### src/rtl/uart_xfer_pkg.sv
// Shared types for the UART frame transfer path: FSM state encoding
// (also shown on the debug LEDs) and byte / edge-detect sizing.
package uart_xfer_pkg;

    localparam int BYTE_W     = 8;
    localparam int EDGE_DEPTH = 2;

    typedef enum logic [2:0] {
        S_SKIP    = 3'd0,
        S_RX      = 3'd1,
        S_RX_DONE = 3'd2,
        S_FETCH   = 3'd3,
        S_LOAD    = 3'd4,
        S_SEND    = 3'd5,
        S_WAITB   = 3'd6,
        S_DONE    = 3'd7
    } state_e;

endpackage

### src/rtl/uart_rx_edge.sv
// Synchronises the UART byte-available level and emits one pulse
// per rising edge, i.e. one pulse per received byte.
module uart_rx_edge
    import uart_xfer_pkg::*;
(
    input  logic clk,
    input  logic rst,
    input  logic level,
    output logic evt
);

    logic [EDGE_DEPTH-1:0] sync;

    always_ff @(posedge clk) begin
        if (rst) begin
            sync <= '0;
        end else begin
            sync <= {sync[EDGE_DEPTH-2:0], level};
        end
    end

    assign evt = sync[EDGE_DEPTH-2] & ~sync[EDGE_DEPTH-1];

endmodule

### src/rtl/uart_frame_xfer_ctrl.sv
// Skips leading rx bytes, stores one frame to memory, then streams it back out.
// Optional RX_CHECKSUM_EN: running rx byte sum checked against the post-frame byte.
module uart_frame_xfer_ctrl
    import uart_xfer_pkg::*;
#(
    parameter int ADDR_W    = 16,
    parameter int FRAME_LEN = 65536,
    parameter int RX_SKIP   = 2,
    parameter int TX_LEN    = 65536
) (
    input  logic              clk,
    input  logic              rst,
    input  logic              rx_ready,
    input  logic [BYTE_W-1:0] rx_data,
    input  logic              tx_busy,
    output logic              tx_start,
    output logic [BYTE_W-1:0] tx_data,
    output logic [ADDR_W-1:0] mem_addr,
    output logic              mem_we,
    output logic [BYTE_W-1:0] mem_wdata,
    input  logic [BYTE_W-1:0] mem_rdata,
    input  logic              start_tx,
    output logic              rx_done,
    output logic              tx_done,
`ifdef RX_CHECKSUM_EN
    output logic [BYTE_W-1:0] rx_sum,
    output logic              sum_ok,
`endif
    output logic [2:0]        state_dbg
);

    localparam int CNT_W  = ADDR_W + 1;
    localparam int SKIP_W = $clog2(RX_SKIP + 1) + 1;

    localparam logic [CNT_W-1:0]  WR_LAST   = CNT_W'(FRAME_LEN - 1);
    localparam logic [CNT_W-1:0]  RD_LAST   = CNT_W'(TX_LEN - 1);
    localparam logic [CNT_W-1:0]  CNT_ONE   = CNT_W'(1);
    localparam logic [SKIP_W-1:0] SKIP_LAST = SKIP_W'(RX_SKIP - 1);
    localparam logic [SKIP_W-1:0] SKIP_ONE  = SKIP_W'(1);
    localparam state_e RST_STATE = (RX_SKIP == 0) ? S_RX : S_SKIP;

    state_e             state;
    logic               rx_evt;
    logic [CNT_W-1:0]   wr_cnt;
    logic [CNT_W-1:0]   rd_cnt;
    logic [CNT_W-1:0]   rd_nxt;
    logic [SKIP_W-1:0]  skip_cnt;
    logic [1:0]         wait_cnt;
    logic               busy_seen;
`ifdef RX_CHECKSUM_EN
    logic               sum_seen;
`endif

    uart_rx_edge u_rx_edge (
        .clk   (clk),
        .rst   (rst),
        .level (rx_ready),
        .evt   (rx_evt)
    );

    assign rd_nxt    = rd_cnt + CNT_ONE;
    assign state_dbg = state;

    always_ff @(posedge clk) begin
        if (rst) begin
            state     <= RST_STATE;
            wr_cnt    <= '0;
            rd_cnt    <= '0;
            skip_cnt  <= '0;
            wait_cnt  <= '0;
            busy_seen <= 1'b0;
            tx_start  <= 1'b0;
            tx_data   <= '0;
            mem_addr  <= '0;
            mem_we    <= 1'b0;
            mem_wdata <= '0;
            rx_done   <= 1'b0;
            tx_done   <= 1'b0;
`ifdef RX_CHECKSUM_EN
            rx_sum    <= '0;
            sum_ok    <= 1'b0;
            sum_seen  <= 1'b0;
`endif
        end else begin
            mem_we   <= 1'b0;
            tx_start <= 1'b0;
            case (state)
                S_SKIP: begin
                    if (rx_evt) begin
                        if (skip_cnt == SKIP_LAST) begin
                            skip_cnt <= '0;
                            state    <= S_RX;
                        end else begin
                            skip_cnt <= skip_cnt + SKIP_ONE;
                        end
                    end
                end
                S_RX: begin
                    if (rx_evt) begin
                        mem_we    <= 1'b1;
                        mem_wdata <= rx_data;
                        mem_addr  <= wr_cnt[ADDR_W-1:0];
                        wr_cnt    <= wr_cnt + CNT_ONE;
`ifdef RX_CHECKSUM_EN
                        rx_sum    <= rx_sum + rx_data;
`endif
                        if (wr_cnt == WR_LAST) begin
                            rx_done <= 1'b1;
                            state   <= S_RX_DONE;
                        end
                    end
                end
                S_RX_DONE: begin
`ifdef RX_CHECKSUM_EN
                    if (rx_evt && !sum_seen) begin
                        sum_seen <= 1'b1;
                        sum_ok   <= (rx_data == rx_sum);
                    end
`endif
                    if (start_tx) begin
                        rd_cnt   <= '0;
                        mem_addr <= '0;
                        state    <= S_FETCH;
                    end
                end
                S_FETCH: begin
                    mem_addr <= rd_cnt[ADDR_W-1:0];
                    state    <= S_LOAD;
                end
                S_LOAD: begin
                    tx_data <= mem_rdata;
                    state   <= S_SEND;
                end
                S_SEND: begin
                    if (!tx_busy) begin
                        tx_start  <= 1'b1;
                        wait_cnt  <= '0;
                        busy_seen <= 1'b0;
                        state     <= S_WAITB;
                    end
                end
                // UART may never raise busy; give up waiting after two cycles
                S_WAITB: begin
                    if (tx_busy) begin
                        busy_seen <= 1'b1;
                    end else if (busy_seen || wait_cnt == 2'd2) begin
                        if (rd_cnt == RD_LAST) begin
                            tx_done <= 1'b1;
                            state   <= S_DONE;
                        end else begin
                            rd_cnt   <= rd_nxt;
                            mem_addr <= rd_nxt[ADDR_W-1:0];
                            state    <= S_FETCH;
                        end
                    end else begin
                        wait_cnt <= wait_cnt + 2'd1;
                    end
                end
                S_DONE: begin
                    state <= S_DONE;
                end
                default: begin
                    state <= RST_STATE;
                end
            endcase
        end
    end

endmodule
### config.mk
export PLATFORM = sky130hd
export DESIGN_NAME = uart_frame_xfer_ctrl
export DESIGN_NICKNAME = d
export VERILOG_FILES = /design/src/rtl/uart_xfer_pkg.sv /design/src/rtl/uart_rx_edge.sv /design/src/rtl/uart_frame_xfer_ctrl.sv
export SDC_FILE = /design/constraint.sdc
export NUM_CORES = 1
export LEC_CHECK = 0
export CAP_MARGIN = 20
export CORE_ASPECT_RATIO = 1.1
export CORE_MARGIN = 2
export CORE_UTILIZATION = 49
export DETAILED_ROUTE_END_ITERATION = 16
export GPL_TIMING_DRIVEN = 1
export PLACE_DENSITY = 0.8
export SLEW_MARGIN = 30
export SYNTH_ARGS = -nofsm -noshare
export SYNTH_HDL_FRONTEND = slang
export SYNTH_HIERARCHICAL = 1
export SYNTH_SLANG_ARGS = --single-unit
### constraint.sdc
create_clock -name clk -period 2.4 [get_ports clk]
set_clock_uncertainty 0.05 [all_clocks]
set_input_delay 0.48 -clock clk [delete_from_list [all_inputs] [get_ports clk]]
set_output_delay 0.48 -clock clk [all_outputs]
set_load 0.01 [all_outputs]
==> results of run 1 <==
flip-flops by register name, summed over array words and instances, names as in the netlist:
name            cells
rd_cnt             17
rx_done             1
tx_data             8
tx_start            1
skip_cnt            3
state_dbg           3
busy_seen           1
u_rx_edge/sync      2
mem_wdata           8
tx_done             1
wr_cnt             17
mem_we              1
mem_addr           16
wait_cnt            2
power by group:
group / internal, mW / switching, mW / total, mW
clock: 0.524 / 0.556 / 1.08
sequential: 1.35 / 0.00446 / 1.35
combinational: 0.0559 / 0.0569 / 0.113
total: 1.93 / 0.618 / 2.55
metrics by stage:
step                      utilization [%]  std cells  total power [mW]
after global routing                64.36        706             2.611
after global placement              61.13        689             1.491
final                               64.36        706             2.547
after floorplan                         -        515             1.433
after detailed placement            61.13        689             1.494
after CTS                           63.71        705             2.546
cell families (layout without fill, tap and decap cells):
logic type | count (synthesis) | in the layout
AO/OA/AOI/OAI | 164 | 164
flip-flops | 81 | 81
buffers and inverters | 59 | 139
AND/OR/NAND/NOR | 186 | 186
XOR/XNOR | 13 | 13
adder cells (fa/ha/maj) | 5 | 5
multiplexers | 7 | 7
critical path, cell delays in order, from the launching register on:
cell and delay, ns:
dfxtp_1 0.32, ha_2 0.18, nand3_1 0.10, nor4_1 0.06, and2_1 0.19, ha_4 0.16, o21ai_0 0.31, a22oi_2 0.19
a2111oi_1 0.43, a311oi_1 0.17
cell usage after synthesis (9+ instances only):
cell type	number	area, um^2
a21oi_1	62	310.3
a22o_1	16	140.1
a22oi_1	13	97.59
a311oi_1	19	166.4
clkbuf_1	30	112.6
dfxtp_1	81	1622
inv_1	14	52.55
nand2_1	53	198.9
nand2b_1	9	56.30
nand3_1	12	60.06
nor2_1	37	138.9
nor3_1	13	65.06
nor4_1	12	75.07
o21ai_0	25	125.1
worst min path at each step:
stage,from,to,slack [ns],depth (start not counted)
after detailed placement,tx_data[3],tx_data[3],0.40,2
after global placement,mem_wdata[0],mem_wdata[0],0.39,2
final,tx_data[3],tx_data[3],0.41,2
after CTS,mem_wdata[5],mem_wdata[5],0.42,2
after global routing,mem_wdata[0],mem_wdata[0],0.44,2
after floorplan,u_rx_edge/sync[0],u_rx_edge/sync[1],0.38,1
layer usage:
layer	vias up	share of wire, %	routed length (um)	track usage (%)
met2	174	50	5997	46.38
met1	2036	42	5017	32.41
met3	26	5.9	712	5.759
li1	2050	-	-	-
met5	-	0	0	0
met4	0	2.2	267	9.070
what timing repair did:
item / in CTS / in global routing
gates cloned: 0 / 1
setup endpoints to repair: 14 / 24
gates resized for setup: 1 / 12
hold endpoints to repair: 0 / 0
layout make-up:
type	count	area, um^2	area share (%)
inverters	15	56.30	1.051
well taps	111	138.9	2.593
flip-flops and latches	81	1624	30.33
repair buffers	108	950.9	17.76
clock buffers	10	137.6	2.570
multi-input cells	375	2372	44.30
clock inverters	6	75.07	1.402
==> run summary, run 1 <==
Die area: 9263 um^2
Die Ht: 100.7 um
Total CTS buffers: 9
XOR/XNOR Fraction of Synth Area: 2.731%
Syn avg cell area: 8.095 um^2
Reg2reg start: rd_cnt[1]
Drt drc: 0
Largest family of logic cells by synthesized area: compound AO/OA/AOI/OAI gates
Adder-cell share of the synthesized area: 1.501%
Setup crit start: rd_cnt[1]
Hpwl dp: 8601 um
Post-synthesis sequential area ratio: 38.90%
Ys flop type: dfxtp_1
Total Wirelength: 11990 um
GRT Total Usage: 26.52%
Max Clk Rate: 435.4 MHz
Total Neg Setup Slack: 0 ns
Row Count: 35
Port bufs: 59
Worst slack at placement: -0.08361 ns
Commonest non-fill, non-tap cell in the layout: dfxtp_1
Worst setup margin: 0.1031 ns
Fin. Hold Viols: 0
VDD IR-drop max: 391.3 uV
Starting Density: 50.11%
Hold_buf cts: 0
Boundary Pins: 60
Placer Congestion: 0.9276
Antenna Cells: 0
First-pass GRT wire length: 19790 um
Relative slew slack: 55.66%
Number of flops mapped to enable cells by yosys: 0
Clock Latency Late Sink: 0.37 ns
Synth Area in Compound Gates: 25.87%
Final-layout fill cell count: 706
Violation count after the first detailed-route iteration: 405
Hold_ws: 0.4113 ns
CTS sink cnt: 81
Layout cells sized above 1: 14.45%
Max Cap Viol: 0
Finished Cell Area: 5355 um^2
Synth Instances: 515
Netlist cell types: 55
DP Area: 5086 um^2
Vias in the first global route: 4125
Fin nets: 616
Worst reg2reg path endpoint: mem_addr[13]
Clock slew at reported path FFs: 0.09 ns
Root Driver: clkbuf_8
DR pass1 iterations: 5
Width of the die: 91.95 um
Outcome: completed
Reg2Reg Depth: 9
Setup crit start kind: register
Via density: 6.071
Initial antenna violation count: 0
Mapped Area: 4169 um^2
Setup bufs post-CTS: 0
Power Dens Cells: 475.6 nW/um^2
Worst-case clock buffer depth: 2
Critical path class: reg -> reg
Routed vias: 4286
Multiplexer share of the synthesized area: 1.711%
R2r setup slk: 0.10 ns
Area growth syn-to-layout: 28.45%
Final Setup Violations: 0
Routed Antenna Nets: 0
Critical Path End: mem_addr[13]
Syn. warnings: 6
Hold crit path type: reg -> reg
H-Tree Depth: 3
Crit end category: register
RSZ-0062 raised after global routing: true
Crit path max fanout: 3
Part of the cycle the worst path needs: 95.71%
Worst-Margin Slew: 0.6651 ns
Core area: 8320 um^2
Synth Area in Simple Gates: 23.38%
Leakage: 1.720 nW
Count of pins over their slew limit: 0
Async SR Flop Fraction: 0%
#FFs+latches synth: 81
Grt ovf: 0
Largest net degree at the start of global routing: 25
CTS tree: built
Most frequent cells in the layout: 79 x dfxtp_1, 62 x a21oi_1, 58 x clkdlybuf4s50_1, 53 x nand2_1, 48 x buf_4
Syn_nets: 541
Crit path DAT: 2.48 ns
Period minus WS final: 2.297 ns
Data required time of the critical path: 2.58 ns
DR WL/cell: 16.99 um
Note: power is estimated with default switching activity, not from simulation.
==> inputs of run 2 (changes only) <==
- RECOVER_POWER: not set -> 50
==> run 2 against run 1 <==
Global-route usage is the same; wire length is essentially flat; sequential power is essentially flat; register-to-register slack is essentially flat.
==> run summary, run 2 (synthesis gave the netlist of run 1 again) <==
Outcome: completed (unchanged)
Die Ht: 100.7 um (unchanged)
Grt ovf: 0 (unchanged)
Worst-Margin Slew: 1.300 ns (was 0.6651 ns)
Critical path class: reg -> reg (unchanged)
Count of pins over their slew limit: 0 (unchanged)
Most used cell, CP: buf_4
Biggest regs: rd_cnt (17), wr_cnt (17), mem_addr (16) (unchanged)
Crit path max fanout: 11 (was 3)
DP Area: 5086 um^2 (unchanged)
Routed Antenna Nets: 0 (unchanged)
Most frequent cells in the layout: 79 x dfxtp_1, 62 x a21oi_1, 58 x clkdlybuf4s50_1, 53 x nand2_1, 46 x buf_4 (was 79 x dfxtp_1, 62 x a21oi_1, 58 x clkdlybuf4s50_1, 53 x nand2_1, 48 x buf_4)
Relative slew slack: 13.31% (was 55.66%)
Final-layout fill cell count: 709 (was 706)
Fin. Hold Viols: 0 (unchanged)
R2r setup slk: 0.11 ns (was 0.10 ns)
CTS sink cnt: 81 (unchanged)
Violation count after the first detailed-route iteration: 351 (was 405)
Starting Density: 50.11% (unchanged)
CTS tree: built (unchanged)
Die area: 9263 um^2 (unchanged)
Area of the multi-input gates: 2372 um^2 (unchanged)
Port bufs: 59 (unchanged)
Register area: 1624 um^2 (unchanged)
Vias in the first global route: 4125 (unchanged)
Setup bufs post-CTS: 0 (unchanged)
Period minus WS final: 2.294 ns (was 2.297 ns)
Reg2Reg Depth: 10 (was 9)
Hold Path Depth: 2 (unchanged)
First-pass GRT wire length: 19790 um (unchanged)
Utilization after layout: 64.26% (was 64.36%)
Hpwl dp: 8601 um (unchanged)
Width of the die: 91.95 um (unchanged)
Total CTS buffers: 9 (unchanged)
VDD IR-drop max: 391.1 uV (was 391.3 uV)
Max Clk Rate: 435.9 MHz (was 435.4 MHz)
Worst-case clock buffer depth: 2 (unchanged)
Final Setup Violations: 0 (unchanged)
Area growth syn-to-layout: 28.24% (was 28.45%)
Clock slew at reported path FFs: 0.09 ns (about the same)
Initial antenna violation count: 0 (unchanged)
Layout cells sized above 1: 13.95% (was 14.45%)
Placer Congestion: 0.9276 (unchanged)
Crit end category: register (unchanged)
Antenna Cells: 0 (unchanged)
Max Cap Viol: 0 (unchanged)
Total Wirelength: 12000 um (was 11990 um)
Largest net degree at the start of global routing: 25 (unchanged)
Finished Cell Area: 5346 um^2 (was 5355 um^2)
Routed vias: 4322 (was 4286)
H-Tree Depth: 3 (unchanged)
Commonest non-fill, non-tap cell in the layout: dfxtp_1 (unchanged)
Fin nets: 616 (unchanged)
RSZ-0062 raised after global routing: true (unchanged)
Cell Chain, Critical Path: ha_2 -> nand3_1 -> nor4_1 -> and2_1 -> ha_4 -> buf_4 -> nor4_4 -> buf_4 -> a21oi_1 -> a311oi_1 (was ha_2 -> nand3_1 -> nor4_1 -> and2_1 -> ha_4 -> o21ai_0 -> a22oi_2 -> a2111oi_1 -> a311oi_1)
Critical Path Max Stage Delay: 0.37 ns (was 0.43 ns)
Setup crit start kind: register (unchanged)
GRT Total Usage: 26.52% (unchanged)
Via density: 6.122 (was 6.071)
Hold crit path type: reg -> reg (unchanged)
Leakage: 1.710 nW (was 1.720 nW)
Crit path DAT: 2.50 ns (was 2.48 ns)
Boundary Pins: 60 (unchanged)
Core area: 8320 um^2 (unchanged)
Part of the cycle the worst path needs: 95.60% (was 95.71%)
DR WL/cell: 17.00 um (was 16.99 um)
Data required time of the critical path: 2.61 ns (was 2.58 ns)
Row Count: 35 (unchanged)
Total Power: 2.543 mW (was 2.547 mW)
Power Dens Cells: 475.7 nW/um^2 (was 475.6 nW/um^2)
Root Driver: clkbuf_8 (unchanged)
Clock Latency Late Sink: 0.37 ns (about the same)
DR pass1 iterations: 6 (was 5)
Drt drc: 0 (unchanged)
Slowest cell on crit path: nor4_4 (was a2111oi_1)
==> run 2: cell types whose count changed in the layout (fill, tap and decap cells not counted) <==
cell,previous run,this run
buf_4,48,46
clkbuf_1,0,3
buf_2,2,1
==> run 2: layout make-up <==
class                           instances  share of cell area (%)
Multi-Input combinational cell        375                   44.37
Sequential cell                        81                   30.38
Timing Repair Buffer                  108                   17.62
Tap cell                              111                   2.598
Clock buffer                           10                   2.574
Clock inverter                          6                   1.404
Inverter                               15                   1.053
==> run 2: path summary, 6_finish.rpt <==
kind,startpoint,to
worst max-delay path,rd_cnt[1],rd_cnt[14]
worst min-delay path,tx_data[3],tx_data[3]
worst max register to register,rd_cnt[1],rd_cnt[14]
worst min register to register,tx_data[3],tx_data[3]
==> run 2: timing repair <==
action	in CTS	in global routing
setup endpoints to repair	14	24
hold buffers	0	0
gates cloned	0	1
resized for setup	1	12
endpoints found under the hold margin	0	0
==> run 2: report_power, final <==
group	total (mW)	leakage [nW]	switching, mW	internal (mW)
Sequential	1.35	0.654	0.00448	1.35
Clock	1.08	0.105	0.554	0.524
Combinational	0.111	0.951	0.0566	0.0544
Total	2.54	1.71	0.615	1.93
==> run 2: per-layer routing <==
metal  part of all wire [%]  global-route usage, %  vias up
li1                       -                      -     2043
met1                     42                  32.41     2067
met2                     49                  46.38      177
met3                    6.1                  5.759       35
met4                    2.9                  9.070        0
met5                      0                      0        -
==> run 2: critical path, delay by kind of cell, from the launching register on <==
family                     cells  cell delay, ns
and+or+nand+nor                4            0.72
buffers and inverters          2            0.39
AOI/OAI and AO/OA              2            0.36
adders and majority gates      2            0.34
DFF                            1            0.33
==> run 2: stage by stage <==
| step | hold WS (ns) | worst slack [ns] | instances | TNS [ns] |
|---|---|---|---|---|
| after floorplan | 0.3792 | 0.01202 | 515 | 0 |
| after global placement | 0.3916 | -0.04093 | 689 | -0.4803 |
| after detailed placement | 0.4006 | -0.08361 | 689 | -0.8161 |
| after CTS | 0.4160 | 0.03888 | 705 | 0 |
| after global routing | 0.4381 | -0.007625 | 706 | -0.01890 |
| final | 0.4114 | 0.1057 | 706 | 0 |
==> inputs of run 3 (changes only) <==
- CORE_UTILIZATION: 49 -> 55
- PLACE_DENSITY: 0.8 -> 0.85
- clock period: 2.4 -> 2.6 ns (I/O delays scaled with it)
==> run 3 against run 2 <==
Design area down 4.8%; flip-flop and latch count is the same; worst setup slack better by 0.022 ns; utilization up 4.6 points; first-iteration DRC count up 66%; worst hold slack got worse by 0.0029 ns; critical path type unchanged.
==> run summary, run 3 (synthesis gave the netlist of run 1 again) <==
Outcome: completed (unchanged)
Total Wirelength: 12200 um (was 12000 um)
Worst reg2reg path endpoint: mem_addr[3] (was rd_cnt[14])
GRT Total Usage: 30.67% (was 26.52%)
Worst-Margin Slew: 0.8851 ns (was 1.300 ns)
Violation count after the first detailed-route iteration: 581 (was 351)
Row Count: 33 (was 35)
Reg2Reg Depth: 9 (was 10)
Critical Path Max Stage Delay: 0.54 ns (was 0.37 ns)
H-Tree Depth: 3 (unchanged)
Crit path max fanout: 14 (was 11)
Port bufs: 59 (unchanged)
Total CTS buffers: 9 (unchanged)
Most used cell, CP: ha_1 (was buf_4)
Routed Antenna Nets: 0 (unchanged)
RSZ-0062 raised after global routing: false (was true)
Count of pins over their slew limit: 0 (unchanged)
Crit end category: register (unchanged)
Crit path DAT: 2.62 ns (was 2.50 ns)
CTS sink cnt: 81 (unchanged)
Part of the cycle the worst path needs: 95.07% (was 95.60%)
Setup bufs post-CTS: 0 (unchanged)
Via density: 6.527 (was 6.122)
Setup crit start: rd_cnt[1] (unchanged)
Most frequent cells in the layout: 81 x dfxtp_1, 62 x a21oi_1, 53 x nand2_1, 36 x nor2_1, 31 x dlygate4sd3_1 (was 79 x dfxtp_1, 62 x a21oi_1, 58 x clkdlybuf4s50_1, 53 x nand2_1, 46 x buf_4)
DR pass1 iterations: 5 (was 6)
Total Power: 2.329 mW (was 2.543 mW)
Core area: 7391 um^2 (was 8320 um^2)
Starting Density: 56.41% (was 50.11%)
Buf/Inv on CP: 0 (was 2)
Net Sw Power: 0.5746 mW (was 0.6152 mW)
Cell Int Power: 1.754 mW (was 1.928 mW)
Largest net degree at the start of global routing: 47 (was 25)
Period minus WS final: 2.472 ns (was 2.294 ns)
First-pass GRT wire length: 19680 um (was 19790 um)
Reg2reg start: rd_cnt[1] (unchanged)
CP Depth: 9 (was 10)
VDD IR-drop max: 340.2 uV (was 391.1 uV)
DR WL/cell: 18.49 um (was 17.00 um)
Root Driver: clkbuf_8 (unchanged)
Fin. Hold Viols: 0 (unchanged)
Data required time of the critical path: 2.75 ns (was 2.61 ns)
Critical path class: reg -> reg (unchanged)
Hold crit path type: reg -> reg (unchanged)
Setup crit start kind: register (unchanged)
Clock Power Share: 42.2% (was 42.4%)
Vias in the first global route: 4082 (was 4125)
Switching part of the total: 24.67% (was 24.19%)
Relative slew slack: 41.00% (was 13.31%)
Hpwl dp: 8365 um (was 8601 um)
R2r setup slk: 0.13 ns (was 0.11 ns)
Die Ht: 95.31 um (was 100.7 um)
Max Clk Rate: 404.6 MHz (was 435.9 MHz)
Clock Latency Late Sink: 0.36 ns (was 0.37 ns)
Worst-case clock buffer depth: 2 (unchanged)
Worst setup margin: 0.1282 ns (was 0.1057 ns)
Final Setup Violations: 0 (unchanged)
Seq pwr share: 53.8% (was 53.3%)
Grt ovf: 0 (unchanged)
Hold_ws: 0.4084 ns (was 0.4114 ns)
Width of the die: 87.01 um (was 91.95 um)
Drt drc: 0 (unchanged)
Cell Chain, Critical Path: ha_1 -> nand3_1 -> nor4_1 -> and2_1 -> ha_1 -> o21ai_0 -> a22oi_1 -> nor2_2 -> a311oi_1 (was ha_2 -> nand3_1 -> nor4_1 -> and2_1 -> ha_4 -> buf_4 -> nor4_4 -> buf_4 -> a21oi_1 -> a311oi_1)
Cell family with most CP delay: simple AND/OR/NAND/NOR gates (unchanged)
Clock slew at reported path FFs: 0.09 ns (about the same)
Die area: 8293 um^2 (was 9263 um^2)
Final-layout fill cell count: 581 (was 709)
Boundary Pins: 60 (unchanged)
Biggest regs: rd_cnt (17), wr_cnt (17), mem_addr (16) (unchanged)
Fin nets: 594 (was 616)
Routed vias: 4308 (was 4322)
CTS tree: built (unchanged)
Initial antenna violation count: 0 (unchanged)
Leakage: 1.707 nW (was 1.710 nW)
Max Cap Viol: 0 (unchanged)
Power Dens Cells: 457.5 nW/um^2 (was 475.7 nW/um^2)
Critical Path End: mem_addr[3] (was rd_cnt[14])
Area growth syn-to-layout: 22.09% (was 28.24%)
Placer Congestion: 0.9427 (was 0.9276)
Layout cells sized above 1: 9.250% (was 13.95%)
Commonest non-fill, non-tap cell in the layout: dfxtp_1 (unchanged)
Slowest cell on crit path: nor2_2 (was nor4_4)
Worst slack at placement: -0.06220 ns (was -0.08361 ns)
Comb pwr share: 4.0% (was 4.4%)
Antenna Cells: 0 (unchanged)
==> run 3: cell count changes in the layout (fill, tap and decap cells not counted), sizes merged <==
cell and change:
clkdlybuf4s50 -31, inv +2, dlygate4sd3 +31, clkinv -1, buf -21, clkbuf -2
==> run 3: routing by layer <==
| layer | track usage, % | part of all wire [%] |
|---|---|---|
| met5 | 0 | 0 |
| met4 | 19.14 | 5.6 |
| met3 | 6.147 | 8.1 |
| met2 | 51.21 | 48 |
| met1 | 35.88 | 38 |
==> run 3: layout make-up <==
type,instances,area (um^2),share of cell area (%)
Clock inverter,7,83.83,1.647
Multi-Input combinational cell,375,2311,45.40
Clock buffer,9,123.9,2.434
Inverter,15,56.30,1.106
Timing Repair Buffer,86,784.5,15.41
Sequential cell,81,1622,31.86
Tap cell,87,108.9,2.139
==> run 3: how the worst min path moves through the flow <==
| stage | startpoint | cells past startpoint | end | slack [ns] |
|---|---|---|---|---|
| 2_1_floorplan | u_rx_edge/sync[0] | 1 | u_rx_edge/sync[1] | 0.38 |
| 3_3_place_gp | mem_wdata[2] | 2 | mem_wdata[2] | 0.39 |
| 3_5_place_dp | mem_wdata[1] | 2 | mem_wdata[1] | 0.40 |
| 4_1_cts | mem_wdata[1] | 2 | mem_wdata[1] | 0.41 |
| 5_1_grt | u_rx_edge/sync[0] | 1 | u_rx_edge/sync[1] | 0.43 |
| 6_report | mem_wdata[1] | 2 | mem_wdata[1] | 0.41 |
==> run 3: what timing repair did <==
action	CTS	global route
endpoints found under the setup margin	14	10
hold buffers	0	0
gates resized for setup	1	1
==> run 3: power groups by stage <==
stage	clock network [mW]	registers (mW)	logic (mW)
final	0.983	1.25	0.0931
after global routing	1.04	1.25	0.101
after CTS	0.983	1.25	0.0961
after detailed placement	0	1.28	0.0955
after global placement	0	1.28	0.0938
after floorplan	0	1.28	0.0424
==> run 3: worst register-to-register path: stages, from the launching register on <==
cell,delay [ns]
dfxtp_1,0.36
ha_1,0.21
nand3_1,0.11
nor4_1,0.06
and2_1,0.17
ha_1,0.20
o21ai_0,0.24
a22oi_1,0.17
nor2_2,0.54
a311oi_1,0.21
==> run 3: per-stage QoR <==
step | TNS [ns] | std cells | instance area (um^2) | utilization (%)
finish | 0 | 660 | 5090 | 68.87
global route | 0 | 660 | 5090 | 68.87
CTS | 0 | 660 | 5105 | 69.07
detailed placement | -0.4318 | 644 | 4895 | 66.23
global placement | 0 | 644 | 4895 | 66.23
floorplan | 0 | 515 | 4169 | -
